File: src/rtl/status_link_pkg.sv
// Shared definitions for the 24-bit status serial link (serializer and receiver).
// Latency: n/a (types and constants only).
// Backpressure: n/a.
package status_link_pkg;

    // Bits per status frame, LSB transmitted first.
    localparam int STATUS_W = 24;

    // Receiver framing states.
    typedef enum logic [1:0] {
        SYNC,   // not yet aligned: drop bits until a frame toggle
        SHIFT,  // collecting bits of the current frame
        WAIT    // frame complete: drop pad bits until the next toggle
    } rx_state_t;

endpackage

File: src/rtl/status_fifo.sv
// Synchronous first-word-fall-through FIFO with occupancy-based full/empty.
// Latency: a pushed word is visible on dout the cycle after the push into an empty FIFO.
// Backpressure: push into a full FIFO is dropped unless a pop happens in the same cycle.
//
// Ports:
//   clk, rst      clock, asynchronous active-high reset
//   push, din     write request and data
//   pop           read request (ignored while empty)
//   dout          head entry; holds its last value while empty
//   full, empty   derived from level
//   level         occupancy 0..DEPTH
module status_fifo #(
    parameter int DATA_W = 24,
    parameter int DEPTH  = 4
) (
    input  logic                     clk,
    input  logic                     rst,
    input  logic                     push,
    input  logic [DATA_W-1:0]        din,
    input  logic                     pop,
    output logic [DATA_W-1:0]        dout,
    output logic                     full,
    output logic                     empty,
    output logic [$clog2(DEPTH):0]   level
);

    localparam int AW = $clog2(DEPTH);
    localparam int LW = AW + 1;

    logic [DATA_W-1:0] mem [DEPTH];
    logic [AW-1:0]     wr_ptr;
    logic [AW-1:0]     rd_ptr;
    logic [AW-1:0]     rd_ptr_nxt;
    logic              do_push;
    logic              do_pop;
    logic              head_from_din;
    logic              head_from_mem;

    always_comb begin
        full          = (level == LW'(DEPTH));
        empty         = (level == '0);
        do_pop        = pop & ~empty;
        do_push       = push & (~full | do_pop);
        rd_ptr_nxt    = rd_ptr + AW'(do_pop);
        // The head is the incoming word only when nothing else remains ahead of it.
        head_from_din = do_push & (level == LW'(do_pop));
        // After a pop with more than one entry queued, the next stored entry becomes head.
        head_from_mem = do_pop & (level > LW'(1));
    end

    always_ff @(posedge clk) begin
        if (do_push) begin
            mem[wr_ptr] <= din;
        end
    end

    always_ff @(posedge clk or posedge rst) begin
        if (rst) begin
            wr_ptr <= '0;
            rd_ptr <= '0;
            level  <= '0;
            dout   <= '0;
        end else begin
            if (do_push) begin
                wr_ptr <= wr_ptr + AW'(1);
            end
            rd_ptr <= rd_ptr_nxt;
            if (do_push && !do_pop) begin
                level <= level + LW'(1);
            end else if (do_pop && !do_push) begin
                level <= level - LW'(1);
            end
            if (head_from_din) begin
                dout <= din;
            end else if (head_from_mem) begin
                dout <= mem[rd_ptr_nxt];
            end
        end
    end

endmodule

File: src/rtl/status_sipo_rx.sv
// Status link receiver: realigns on frame toggles, deserializes LSB-first frames into words, queues them.
// Latency: last bit sampled at edge N -> word_valid after edge N+1 when the queue was empty.
// Backpressure: word_valid/word_ready; a completed word arriving at a full queue is dropped and overflow sticks.
//
// Ports:
//   sys_clk, rst                   clock, asynchronous active-high reset
//   serial_in, bit_valid           serial data and its per-bit qualifier
//   frame_tgl                      level that toggles at each frame boundary
//   word_out, word_valid, word_ready   FWFT output handshake
//   frame_err                      one-cycle pulse when a partial frame is discarded
//   overflow                       sticky drop indicator
//   level                          queue occupancy
module status_sipo_rx
    import status_link_pkg::*;
#(
    parameter int DATA_W = STATUS_W,
    parameter int DEPTH  = 4,
    parameter int CNT_W  = 5
) (
    input  logic                     sys_clk,
    input  logic                     rst,
    input  logic                     serial_in,
    input  logic                     bit_valid,
    input  logic                     frame_tgl,
    output logic [DATA_W-1:0]        word_out,
    output logic                     word_valid,
    input  logic                     word_ready,
    output logic                     frame_err,
    output logic                     overflow,
    output logic [$clog2(DEPTH):0]   level
);

    localparam logic [CNT_W-1:0] LAST_BIT = CNT_W'(DATA_W - 1);

    rx_state_t          state;
    logic [CNT_W-1:0]   bit_cnt;
    logic [DATA_W-1:0]  shreg;
    logic [DATA_W-1:0]  shreg_next;
    logic               tgl_q;
    logic               primed;
    logic               tgl_edge;
    logic               push;
    logic [DATA_W-1:0]  push_dat;
    logic               fifo_full;
    logic               fifo_empty;
    logic               pop;

    always_comb begin
        // primed is low only on the first cycle after reset, so the initial
        // frame_tgl level is captured without being mistaken for a boundary.
        tgl_edge   = primed & (frame_tgl ^ tgl_q);
        shreg_next = shreg;
        shreg_next[bit_cnt] = serial_in;
        word_valid = ~fifo_empty;
        pop        = word_valid & word_ready;
    end

    always_ff @(posedge sys_clk or posedge rst) begin
        if (rst) begin
            state     <= SYNC;
            bit_cnt   <= '0;
            shreg     <= '0;
            tgl_q     <= 1'b0;
            primed    <= 1'b0;
            frame_err <= 1'b0;
            push      <= 1'b0;
            push_dat  <= '0;
        end else begin
            tgl_q     <= frame_tgl;
            primed    <= 1'b1;
            frame_err <= 1'b0;
            push      <= 1'b0;
            if (tgl_edge) begin
                // Boundary wins over a coincident bit, which then starts the new frame.
                frame_err <= (state == SHIFT) && (bit_cnt != '0);
                state     <= SHIFT;
                if (bit_valid) begin
                    shreg   <= DATA_W'(serial_in);
                    bit_cnt <= CNT_W'(1);
                end else begin
                    shreg   <= '0;
                    bit_cnt <= '0;
                end
            end else if (state == SHIFT && bit_valid) begin
                if (bit_cnt == LAST_BIT) begin
                    push     <= 1'b1;
                    push_dat <= shreg_next;
                    shreg    <= '0;
                    bit_cnt  <= '0;
                    state    <= WAIT;
                end else begin
                    shreg   <= shreg_next;
                    bit_cnt <= bit_cnt + CNT_W'(1);
                end
            end
        end
    end

    always_ff @(posedge sys_clk or posedge rst) begin
        if (rst) begin
            overflow <= 1'b0;
        end else if (push && fifo_full && !pop) begin
            overflow <= 1'b1;
        end
    end

    status_fifo #(
        .DATA_W (DATA_W),
        .DEPTH  (DEPTH)
    ) u_fifo (
        .clk   (sys_clk),
        .rst   (rst),
        .push  (push),
        .din   (push_dat),
        .pop   (pop),
        .dout  (word_out),
        .full  (fifo_full),
        .empty (fifo_empty),
        .level (level)
    );

endmodule

File: config.mk
export PLATFORM = sky130hd
export DESIGN_NAME = status_sipo_rx
export DESIGN_NICKNAME = d
export VERILOG_FILES = /design/src/rtl/status_link_pkg.sv /design/src/rtl/status_fifo.sv /design/src/rtl/status_sipo_rx.sv
export SDC_FILE = /design/constraint.sdc
export NUM_CORES = 1
export LEC_CHECK = 0
export ABC_AREA = 1
export BUFFER_PORTS_ARGS = -buffer_cell sky130_fd_sc_hd__buf_2
export CAP_MARGIN = 30
export CORE_AREA = 2 2 130 120
export DETAILED_ROUTE_END_ITERATION = 10
export DIE_AREA = 0 0 132 122
export PLACE_DENSITY = 0.73
export SKIP_LAST_GASP = 1
export SLEW_MARGIN = 5
export SYNTH_ARGS = -nofsm -noshare
export SYNTH_HDL_FRONTEND = slang
export SYNTH_SLANG_ARGS = --single-unit
File: constraint.sdc
create_clock -name sys_clk -period 3.9 [get_ports sys_clk]
set_input_delay 0.585 -clock sys_clk [delete_from_list [all_inputs] [get_ports sys_clk]]
set_output_delay 0.585 -clock sys_clk [all_outputs]
set_load 0.02 [all_outputs]
==> impl_metrics.toml, run 1 <==
[critical_path]
slowest_delay_ns = 0.62
regToRegEndpoint = "u_fifo.dout[15]$_DFFE_PP0P_"
cp_cell_sequence = "inv_1 -> ha_1 -> nand2_2 -> nand2_4 -> inv_1 -> ha_1 -> inv_2 -> nand2_1 -> nand2_1 -> nand2_1 -> nand2_1 -> nand2_1 -> inv_1 -> nand2_1 -> nand3_1"
worstPathMaxFanout = 48
reg2reg_slack_ns = 1.15
rr_worst_depth = 15
cp-end-kind = "flip-flop"
critPathBufInv = 4
r2r_start = "u_fifo.level[0]$_DFFE_PP0P_"
cp.required_ns = 4.25
cp_slowest_cell = "inv_2"
crit_arrival_ns = 3.10
cpLargestDelayFamily = "buffers and inverters"
cp-start-kind = "flip-flop"
crit_type = "flip-flop to flip-flop"
cpMostUsedCell = "nand2_1"

[routing]
ant_nets = 0
vias_per_cell = 5.03
drtIter0Drc = 552
wl_mm = 16.6
first_pass_iters = 5
avgRoutedWirePerCell_um = 14.3
drc = 0
dr_total_vias = 5855

[timing]
clock.fmax_mhz = 364
worst_pin_slew_ns = 0.930
skew_ns = 0.0122
hold_viol = 0
setup-tns-final_ns = 0
finalCritPeriodShare_pct = 70.4
drv_slew = 0
setup_viol = 0
fin_crit_ns = 2.75
slew_headroom_pct = 37.9
grt_setup_unrepaired = "no"

[grt]
grt_max_degree = 50
grt_pass1_wl_mm = 28.0
track_usage_pct = 22.2
gr-total-overflow = 0
antenna_found_initial = 0
first_global_vias = 5522

[floorplanning]
fp.dieW_um = 132
fp.dieH_um = 122
die_area_mm2 = 0.0161
core.rowCount = 43
start_util_pct = 56.3
num_io_pins = 36
core_mm2 = 0.0149

[final_layout]
fin_nets = 968
area_delta_synth_final_pct = 10.8
antenna_cells = 0
layout-drive-gt1-share_pct = 12.3
fill_cells = 1271

[synthesis]
syn-num-nets = 940
ys_types = 29
yosys-top-cells-area = "edfxtp_1, dfrtp_1, nand2_1, nand3_2, inv_1"
yosysWarnings = 0
ys_seq_area_share_pct = 61.3
synth.top_cell.area_share_pct = 34.4
syn_area_per_cell_um2 = 9.11
syn_inst = 920
syn_area_mm2 = 0.00838
synth_top_cell_by_area = "edfxtp_1"
ys_ff_latch = 186

[clocking]
cts_buffers = 17
post-cts-setup-buffer-count = 0
htree_num_levels = 4
clk_path_buf_depth = 2
cts_tree = "yes"
hold_buffers = 0
cts.sinks = 186
clock_latency_ns = 0.42
clockRootBuffer = "clkbuf_16"
clkTransAtPathRegs_ns = 0.06
cts_resized = 0

[placement]
portBuffers = 35
dp.final_hpwl_mm = 10.3
finalWeightedCongestion = 0.830

[status]
status = "finished clean"

[pwr]
ir_drop_mv = 0.447
p_per_area_mw_per_mm2 = 671
finalPower_uw = 6230
p_leak_uw = 0.00449

[flow_run]
cap_viol_max_count = 0

[min_path]
hold_path.class = "input port to asynchronous set/reset pin"
## synthesized netlist by cell type
master,instances
a21oi_1,3
nand3b_1,1
ha_1,14
nand4_4,1
nor3_2,1
nor3_1,2
o21ai_0,6
conb_1,1
inv_1,49
o211ai_1,1
buf_2,22
nor2_2,1
o22ai_1,2
nand2_2,5
nand3_1,36
nand2_4,1
o21bai_1,1
nand2_1,493
buf_6,3
inv_2,13
o21ai_1,26
nand3_2,21
clkbuf_1,11
xor2_1,3
dfrtp_1,90
nor2_4,2
nor2_1,14
xnor2_1,1
edfxtp_1,96
## where the power goes
group / internal [uW] / switching [uW] / total [uW]
sequential: 2230 / 126 / 2360
clock: 958 / 688 / 1650
combinational: 720 / 1510 / 2230
total: 3910 / 2320 / 6230
## layout make-up
class	count	area (um^2)	area share, %
Multi-Input combinational cell	636	2840	30.6
Tap cell	202	253	2.72
Clock inverter	8	96.3	1.04
Timing Repair Buffer	45	270	2.91
Inverter	62	235	2.53
Clock buffer	24	462	4.97
Sequential cell	186	5130	55.3
## cell usage in the layout, fill, tap and decap left out, drive strengths merged
cell type and n:
conb 1, o22ai 2, o21bai 1, nand2 499
o21ai 32, nor2 17, ha 14, bufinv 2
dfrtp 90, clkinvlp 1, nand3 57, nor3 3
xnor2 1, a21oi 3, o211ai 1, nand3b 1
clkinv 5, buf 45, edfxtp 96, nand4 1
xor2 3, inv 62, clkbuf 24
## routing by layer
layer / GRT usage (%) / part of all wire, %
met5: 0 / 0
met3: 4.79 / 5.4
met4: 5.98 / 0.59
met1: 32.5 / 48
met2: 34.0 / 45
## through the flow
stage                     std cells  worst slack, ns  utilization, %  hold WS (ns)  area (um^2)
after floorplan                 920            0.980               -         0.449         8380
after global placement         1130             1.33            58.4         0.461         8710
after detailed placement       1130             1.15            58.4         0.466         8710
after CTS                      1162             1.11            62.2         0.197         9260
after global routing           1163            0.868            62.3         0.212         9290
final                          1163             1.15            62.3         0.187         9290
## how the worst max path moves through the flow
| stage | start | to | slack (ns) | cells past startpoint |
|---|---|---|---|---|
| global route | u_fifo.level[0]$_DFFE_PP0P_ | u_fifo.dout[12]$_DFFE_PP0P_ | 0.87 | 15 |
| CTS | u_fifo.level[0]$_DFFE_PP0P_ | u_fifo.dout[15]$_DFFE_PP0P_ | 1.11 | 15 |
| finish | u_fifo.level[0]$_DFFE_PP0P_ | u_fifo.dout[15]$_DFFE_PP0P_ | 1.15 | 15 |
| global placement | u_fifo.level[0]$_DFFE_PP0P_ | u_fifo.dout[19]$_DFFE_PP0P_ | 1.33 | 15 |
| detailed placement | u_fifo.level[0]$_DFFE_PP0P_ | u_fifo.dout[19]$_DFFE_PP0P_ | 1.15 | 15 |
| floorplan | rst | bit_cnt[0]$_DFFE_PP0P_ | 0.98 | 1 |
## flip-flops by register name (all words and copies together), names as in the netlist, 2 cells and up
| name | count |
|---|---|
| u_fifo.mem | 96 |
| u_fifo.level | 3 |
| u_fifo.rd_ptr | 2 |
| shreg | 23 |
| u_fifo.dout | 24 |
| u_fifo.wr_ptr | 2 |
| push_dat | 24 |
| state | 2 |
| bit_cnt | 5 |
## cell families (layout without fill, tap and decap cells)
| family | after synthesis | after routing | share of synthesized area, % |
|---|---|---|---|
| simple gates | 578 | 578 | 28.8 |
| flops | 186 | 186 | 61.3 |
| buf+inv | 98 | 139 | 4.99 |
| compound gates | 39 | 39 | 2.42 |
| fa+ha+maj | 14 | 14 | 2.09 |
| xor+xnor | 4 | 4 | 0.418 |
| other cells | 1 | 1 | 0.0447 |
(Power assumes the default switching activity.)
==> inputs of run 2 (changes only) <==
ABC_AREA = 0   (was 1)
CORE_AREA = 2 2 132 121   (was 2 2 130 120)
DIE_AREA = 0 0 134 123   (was 0 0 132 122)
PLACE_DENSITY = 0.72   (was 0.73)
clock period = 2.2 ns   (was 3.9 ns; I/O delays follow)
==> run 2 against run 1 <==
- die area increased by 2.3%
- via count shrank 9.8%
- critical path type unchanged
- sequential cell count did not move
- the flow now finishes with violations (setup timing)
- register-to-register slack lost 1.2 ns
==> impl_metrics.toml, run 2 <==
[grt]
grt_pass1_wl_mm = 28.5
first_global_vias = 5262
gr-total-overflow = 0
antenna_found_initial = 0
track_usage_pct = 23.0
grt_max_degree = 91

[synthesis]
synth_top_cell_by_area = "edfxtp_1"
async_flop_share_pct = 48.4
ys_top_cells_by_count = "edfxtp_1, dfrtp_1, nor2_1, o21ai_0, and3_1"
ys_seq_area_share_pct = 62.7
syn_area_mm2 = 0.00819
synth_edf_count = 96
yosysMostFrequentCell = "edfxtp_1"
yosys-top-cells-area = "edfxtp_1, dfrtp_1, mux4_2, mux2i_1, o22a_1"
synth.top_cell.area_share_pct = 35.2
syn_area_per_cell_um2 = 13.7
synth_flop_cell = "edfxtp_1"
ys_types = 48
syn_inst = 596
yosysWarnings = 0
ys_ff_latch = 186
syn-num-nets = 616

[pwr]
intPower_uw = 7360
swShare_pct = 32.4
ir_drop_mv = 0.674
p_leak_uw = 0.00400
finalPower_uw = 10900
p_sw_uw = 3530
combPwrFrac_pct = 32.5
p_per_area_mw_per_mm2 = 1130
p_seq_share_pct = 38.1
pwr-share-clk_pct = 29.3

[clocking]
cts_tree = "yes"
cts.sinks = 186
cts_buffers = 17
htree_num_levels = 4
clock_latency_ns = 0.43
clk_path_buf_depth = 2
clockRootBuffer = "clkbuf_16"
clkTransAtPathRegs_ns = 0.07

[floorplanning]
fp.dieW_um = 134
start_util_pct = 54.2
core.rowCount = 43
die_area_mm2 = 0.0165
fp.dieH_um = 123
core_mm2 = 0.0151
num_io_pins = 36

[routing]
top_layer_used = "met4"
first_pass_iters = 5
avgRoutedWirePerCell_um = 21.2
wirelength_met1_mm = 7.96
wl_mm = 18.3
dr_total_vias = 5283
ant_nets = 0
routed-wl-met2_mm = 9.30
drc = 0
drtIter0Drc = 534
vias_per_cell = 6.14
wl_met3_um = 817

[placement]
finalWeightedCongestion = 0.799
dp.final_hpwl_mm = 10.8
dpl_worst_slack_ns = -0.0368
placed_cell_area_mm2 = 0.00883
portBuffers = 35

[status]
violations = "setup timing"
status = "complete, but fails checks"

[critical_path]
r2r_start = "u_fifo.level[0]$_DFFE_PP0P_"
cp.required_ns = 2.52
rr_worst_depth = 10
crit_type = "flip-flop to flip-flop"
reg2reg_slack_ns = -0.08
cp-end-kind = "flip-flop"
regToRegEndpoint = "u_fifo.dout[21]$_DFFE_PP0P_"
cp-start-kind = "flip-flop"
worstPathMaxFanout = 7
crit_arrival_ns = 2.59

[timing]
worst_slack_ns = -0.0759
hold_viol = 0
fin_crit_ns = 2.28
slew_headroom_pct = 59.5
skew_ns = 0.00710
drv_slew = 0
clock.fmax_mhz = 439
whs_ns = 0.0111
setup_viol = 24
finalCritPeriodShare_pct = 103
worst_pin_slew_ns = 0.606
grt_setup_unrepaired = "yes"

[final_layout]
reg_top3 = "u_fifo.mem x96, push_dat x24, u_fifo.dout x24"
layout-drive-gt1-share_pct = 25.0
fin_nets = 666
antenna_cells = 0
layout_commonest_cell = "edfxtp_1"
largest_register = "u_fifo.mem"
design_area_mm2 = 0.00962
area_delta_synth_final_pct = 17.5
largest_reg_flops = 96
final_cell_mix = "edfxtp_1, dfrtp_1, nor2_1"

[flow_run]
cap_viol_max_count = 0

[min_path]
hold_path.class = "input port to asynchronous set/reset pin"
## run 2: cell types whose count changed after synthesis, moves of 28 or more
| cell | previous run | this run |
|---|---|---|
| nand2_1 | 493 | 24 |
| inv_1 | 49 | 9 |
| and3_1 | 0 | 31 |
| nand3_1 | 36 | 8 |
| nor2_1 | 14 | 42 |
| o21ai_0 | 6 | 34 |
## run 2: area by class of cell
class | instances | area (um^2)
tap | 202 | 253
fill | 1112 | 5500
inverter | 11 | 45.0
clock buffer | 21 | 450
clock inverter | 11 | 168
sequential | 186 | 5140
multi-input combinational | 355 | 2950
timing repair buffer | 75 | 623
## run 2: cell families after synthesis
| group | synth area share [%] |
|---|---|
| buffers and inverters | 3.22 |
| adders and majority gates | 2.14 |
| xor gates and xnor gates | 1.05 |
| muxes | 9.70 |
| other | 0.0458 |
| AOI/OAI and AO/OA | 12.6 |
| and+or+nand+nor | 8.48 |
| DFF | 62.7 |
## run 2: what timing repair did
item	in CTS	in global routing
gates resized for setup	0	22
buffers inserted	0	2
cloned	0	2
pin swaps	0	4
setup endpoints to repair	16	24
hold buffers	0	0
## run 2: worst max path at each step
stage / startpoint / slack (ns) / endpoint / depth (start not counted)
after CTS: u_fifo.level[1]$_DFFE_PP0P_ / -0.05 / u_fifo.dout[23]$_DFFE_PP0P_ / 10
after global routing: u_fifo.level[0]$_DFFE_PP0P_ / -0.12 / u_fifo.dout[21]$_DFFE_PP0P_ / 10
final: u_fifo.level[0]$_DFFE_PP0P_ / -0.08 / u_fifo.dout[21]$_DFFE_PP0P_ / 10
after global placement: u_fifo.level[1]$_DFFE_PP0P_ / 0.03 / u_fifo.dout[20]$_DFFE_PP0P_ / 10
after detailed placement: u_fifo.level[1]$_DFFE_PP0P_ / -0.04 / u_fifo.dout[23]$_DFFE_PP0P_ / 10
after floorplan: u_fifo.level[1]$_DFFE_PP0P_ / -0.20 / u_fifo.dout[0]$_DFFE_PP0P_ / 11
## run 2: critical path, stage by stage (launching register included)
cell	delay, ns
dfrtp_2	0.41
inv_2	0.08
ha_4	0.15
nand2_4	0.05
nand2_4	0.06
inv_2	0.04
ha_4	0.35
clkbuf_16	0.19
mux4_2	0.50
and3_1	0.17
o22a_1	0.16
## run 2: routing by layer
layer | vias to the layer above | GRT usage, %
li1 | 2385 | -
met1 | 2736 | 30.3
met2 | 150 | 38.7
met3 | 12 | 4.59
met4 | 0 | 7.85
met5 | - | 0
## run 2: power groups by stage
stage | Sequential [uW] | Clock, uW | Combinational (uW)
6_report | 4150 | 3200 | 3550
5_1_grt | 4190 | 3390 | 3820
4_1_cts | 4150 | 3250 | 3330
3_5_place_dp | 4220 | 0 | 3310
3_3_place_gp | 4210 | 0 | 3220
2_1_floorplan | 4520 | 0 | 1980
## run 2: stage by stage
stage               instances  utilization (%)  TNS, ns
finish                    861             63.7   -0.818
global route              861             63.7    -2.24
CTS                       857             62.5   -0.382
detailed placement        825             58.4   -0.162
global placement          825             58.4        0
floorplan                 596                -    -3.23
==> inputs of run 3 (changes only) <==
BUFFER_PORTS_ARGS = -buffer_cell sky130_fd_sc_hd__clkbuf_2   (was -buffer_cell sky130_fd_sc_hd__buf_2)
HOLD_SLACK_MARGIN = 0.02   (was unset)
==> run 3 against run 2 <==
- the flow still finishes with violations (setup timing)
- final cell count increased by 0.12%
- sequential share of layout area decreased by 0.31 points
- non-clock buffer count increased by 1
- cell area increased by 0.59%
- register-to-register slack about the same
- clock-buffer cell count unchanged
- fmax increased by 0.47%
- largest power group unchanged
==> impl_metrics.toml, run 3 (same netlist as run 2, synthesis figures left out) <==
[status]
status = "complete, but fails checks"
violations = "setup timing"

[clocking]
clkTransAtPathRegs_ns = 0.07
cts.sinks = 186
htree_num_levels = 4
cts_tree = "yes"
clock_latency_ns = 0.43
clockRootBuffer = "clkbuf_16"
clk_path_buf_depth = 2
cts_buffers = 17

[critical_path]
cp-end-kind = "flip-flop"
cp.required_ns = 2.52
cp-start-kind = "flip-flop"
cpLargestDelayFamily = "multiplexers"
slowest_delay_ns = 0.51
cp_cell_sequence = "inv_2 -> ha_4 -> nand2_4 -> nand2_4 -> inv_4 -> ha_4 -> buf_12 -> mux4_2 -> and3_4 -> o22a_1"
crit_arrival_ns = 2.59
worstPathMaxFanout = 8
cp_slowest_cell = "mux4_2"
crit_type = "flip-flop to flip-flop"
critPathBufInv = 3

[timing]
worst_pin_slew_ns = 0.718
grt_setup_unrepaired = "yes"
hold_viol = 0
slew_headroom_pct = 52.0
setup-tns-final_ns = -0.680
fin_crit_ns = 2.27
worst_slack_ns = -0.0651
skew_ns = 0.00912
drv_slew = 0
setup_viol = 21
finalCritPeriodShare_pct = 103
clock.fmax_mhz = 441

[floorplanning]
num_io_pins = 36
fp.dieW_um = 134
start_util_pct = 54.2
fp.dieH_um = 123
core_mm2 = 0.0151
core.rowCount = 43
die_area_mm2 = 0.0165

[final_layout]
antenna_cells = 0
fill_cells = 1069
area_delta_synth_final_pct = 18.2
layout_commonest_cell = "edfxtp_1"
layout-drive-gt1-share_pct = 25.3
fin_nets = 667
largest_reg_flops = 96
largest_register = "u_fifo.mem"
reg_top3 = "u_fifo.mem x96, push_dat x24, u_fifo.dout x24"
fin_cells = 862
final_cell_mix = "edfxtp_1, dfrtp_1, nor2_1"

[routing]
vias_per_cell = 6.29
first_pass_iters = 5
avgRoutedWirePerCell_um = 21.4
wl_mm = 18.5
drtIter0Drc = 498
dr_total_vias = 5424
ant_nets = 0
drc = 0

[grt]
first_global_vias = 5471
grt_pass1_wl_mm = 29.5
gr-total-overflow = 0
grt_max_degree = 35
antenna_found_initial = 0
track_usage_pct = 23.8

[flow_run]
cap_viol_max_count = 0

[pwr]
p_per_area_mw_per_mm2 = 1140
p_leak_uw = 0.00403
ir_drop_mv = 0.770

[placement]
dp.final_hpwl_mm = 10.9
dp.cells = 825
portBuffers = 35
dpl_worst_slack_ns = -0.0405
finalWeightedCongestion = 0.775

[min_path]
hold_path.class = "input port to flip-flop"
[run 3: cell types whose count changed in the layout (fill, tap and decap cells not counted), moves of 2 or more]
cell      before  now
clkinv_4       1    4
buf_12         9   12
clkbuf_1       3    1
buf_2         35    0
clkinv_2       2    0
buf_4         29   27
clkbuf_2       0   35
[run 3: layout make-up]
class,instances,area (um^2),area share (%)
inverters,11,47.5,0.491
multi-input cells,355,2950,30.4
repair buffers,76,656,6.77
clock buffers,21,482,4.98
well taps,202,253,2.61
flip-flops and latches,186,5140,53.1
clock inverters,11,158,1.63
[run 3: per-layer routing]
layer | wire length, um | vias up | track usage [%]
met1 | 7660 | 2750 | 30.9
met3 | 1260 | 46 | 5.66
met5 | 0 | - | 0
li1 | - | 2386 | -
met4 | 480 | 0 | 10.4
met2 | 9070 | 242 | 38.8
[run 3: worst paths after layout]
kind                                        startpoint                          end  slack [ns]  cells past startpoint
max                        u_fifo.level[1]$_DFFE_PP0P_  u_fifo.dout[23]$_DFFE_PP0P_       -0.07                     10
min                                          frame_tgl              tgl_q$_DFF_PP0_        0.06                      1
max reg2reg                u_fifo.level[1]$_DFFE_PP0P_  u_fifo.dout[23]$_DFFE_PP0P_       -0.07                     10
min reg2reg                       overflow$_DFFE_PP0P_         overflow$_DFFE_PP0P_        0.48                      1
max in group asynchronous                          rst  u_fifo.level[0]$_DFFE_PP0P_        1.04                      4
min in group asynchronous                          rst         shreg[0]$_DFFE_PP0P_        0.56                      3
[run 3: report_power, final]
| part | leakage [uW] | total, uW | switching [uW] | internal [uW] |
|---|---|---|---|---|
| logic | 0.00143 | 3640 | 2130 | 1510 |
| clock network | 0.000313 | 3250 | 1310 | 1940 |
| registers | 0.00229 | 4160 | 208 | 3950 |
[run 3: stage by stage]
stage	cell area [um^2]	hold slack (ns)	power, uW	utilization (%)
after floorplan	8260	0.361	6500	-
after CTS	9620	0.0515	11000	63.7
after detailed placement	8870	0.469	7640	58.7
after global routing	9680	0.0644	11500	64.0
final	9680	0.0609	11000	64.0
after global placement	8870	0.455	7550	58.7
[run 3: repair_timing]
action,CTS,global route
pin swaps,4,2
gates cloned,1,0
hold buffers,1,0
hold endpoints to repair,5,0
gates resized for setup,14,10
setup buffers,2,1
setup endpoints to repair,16,24
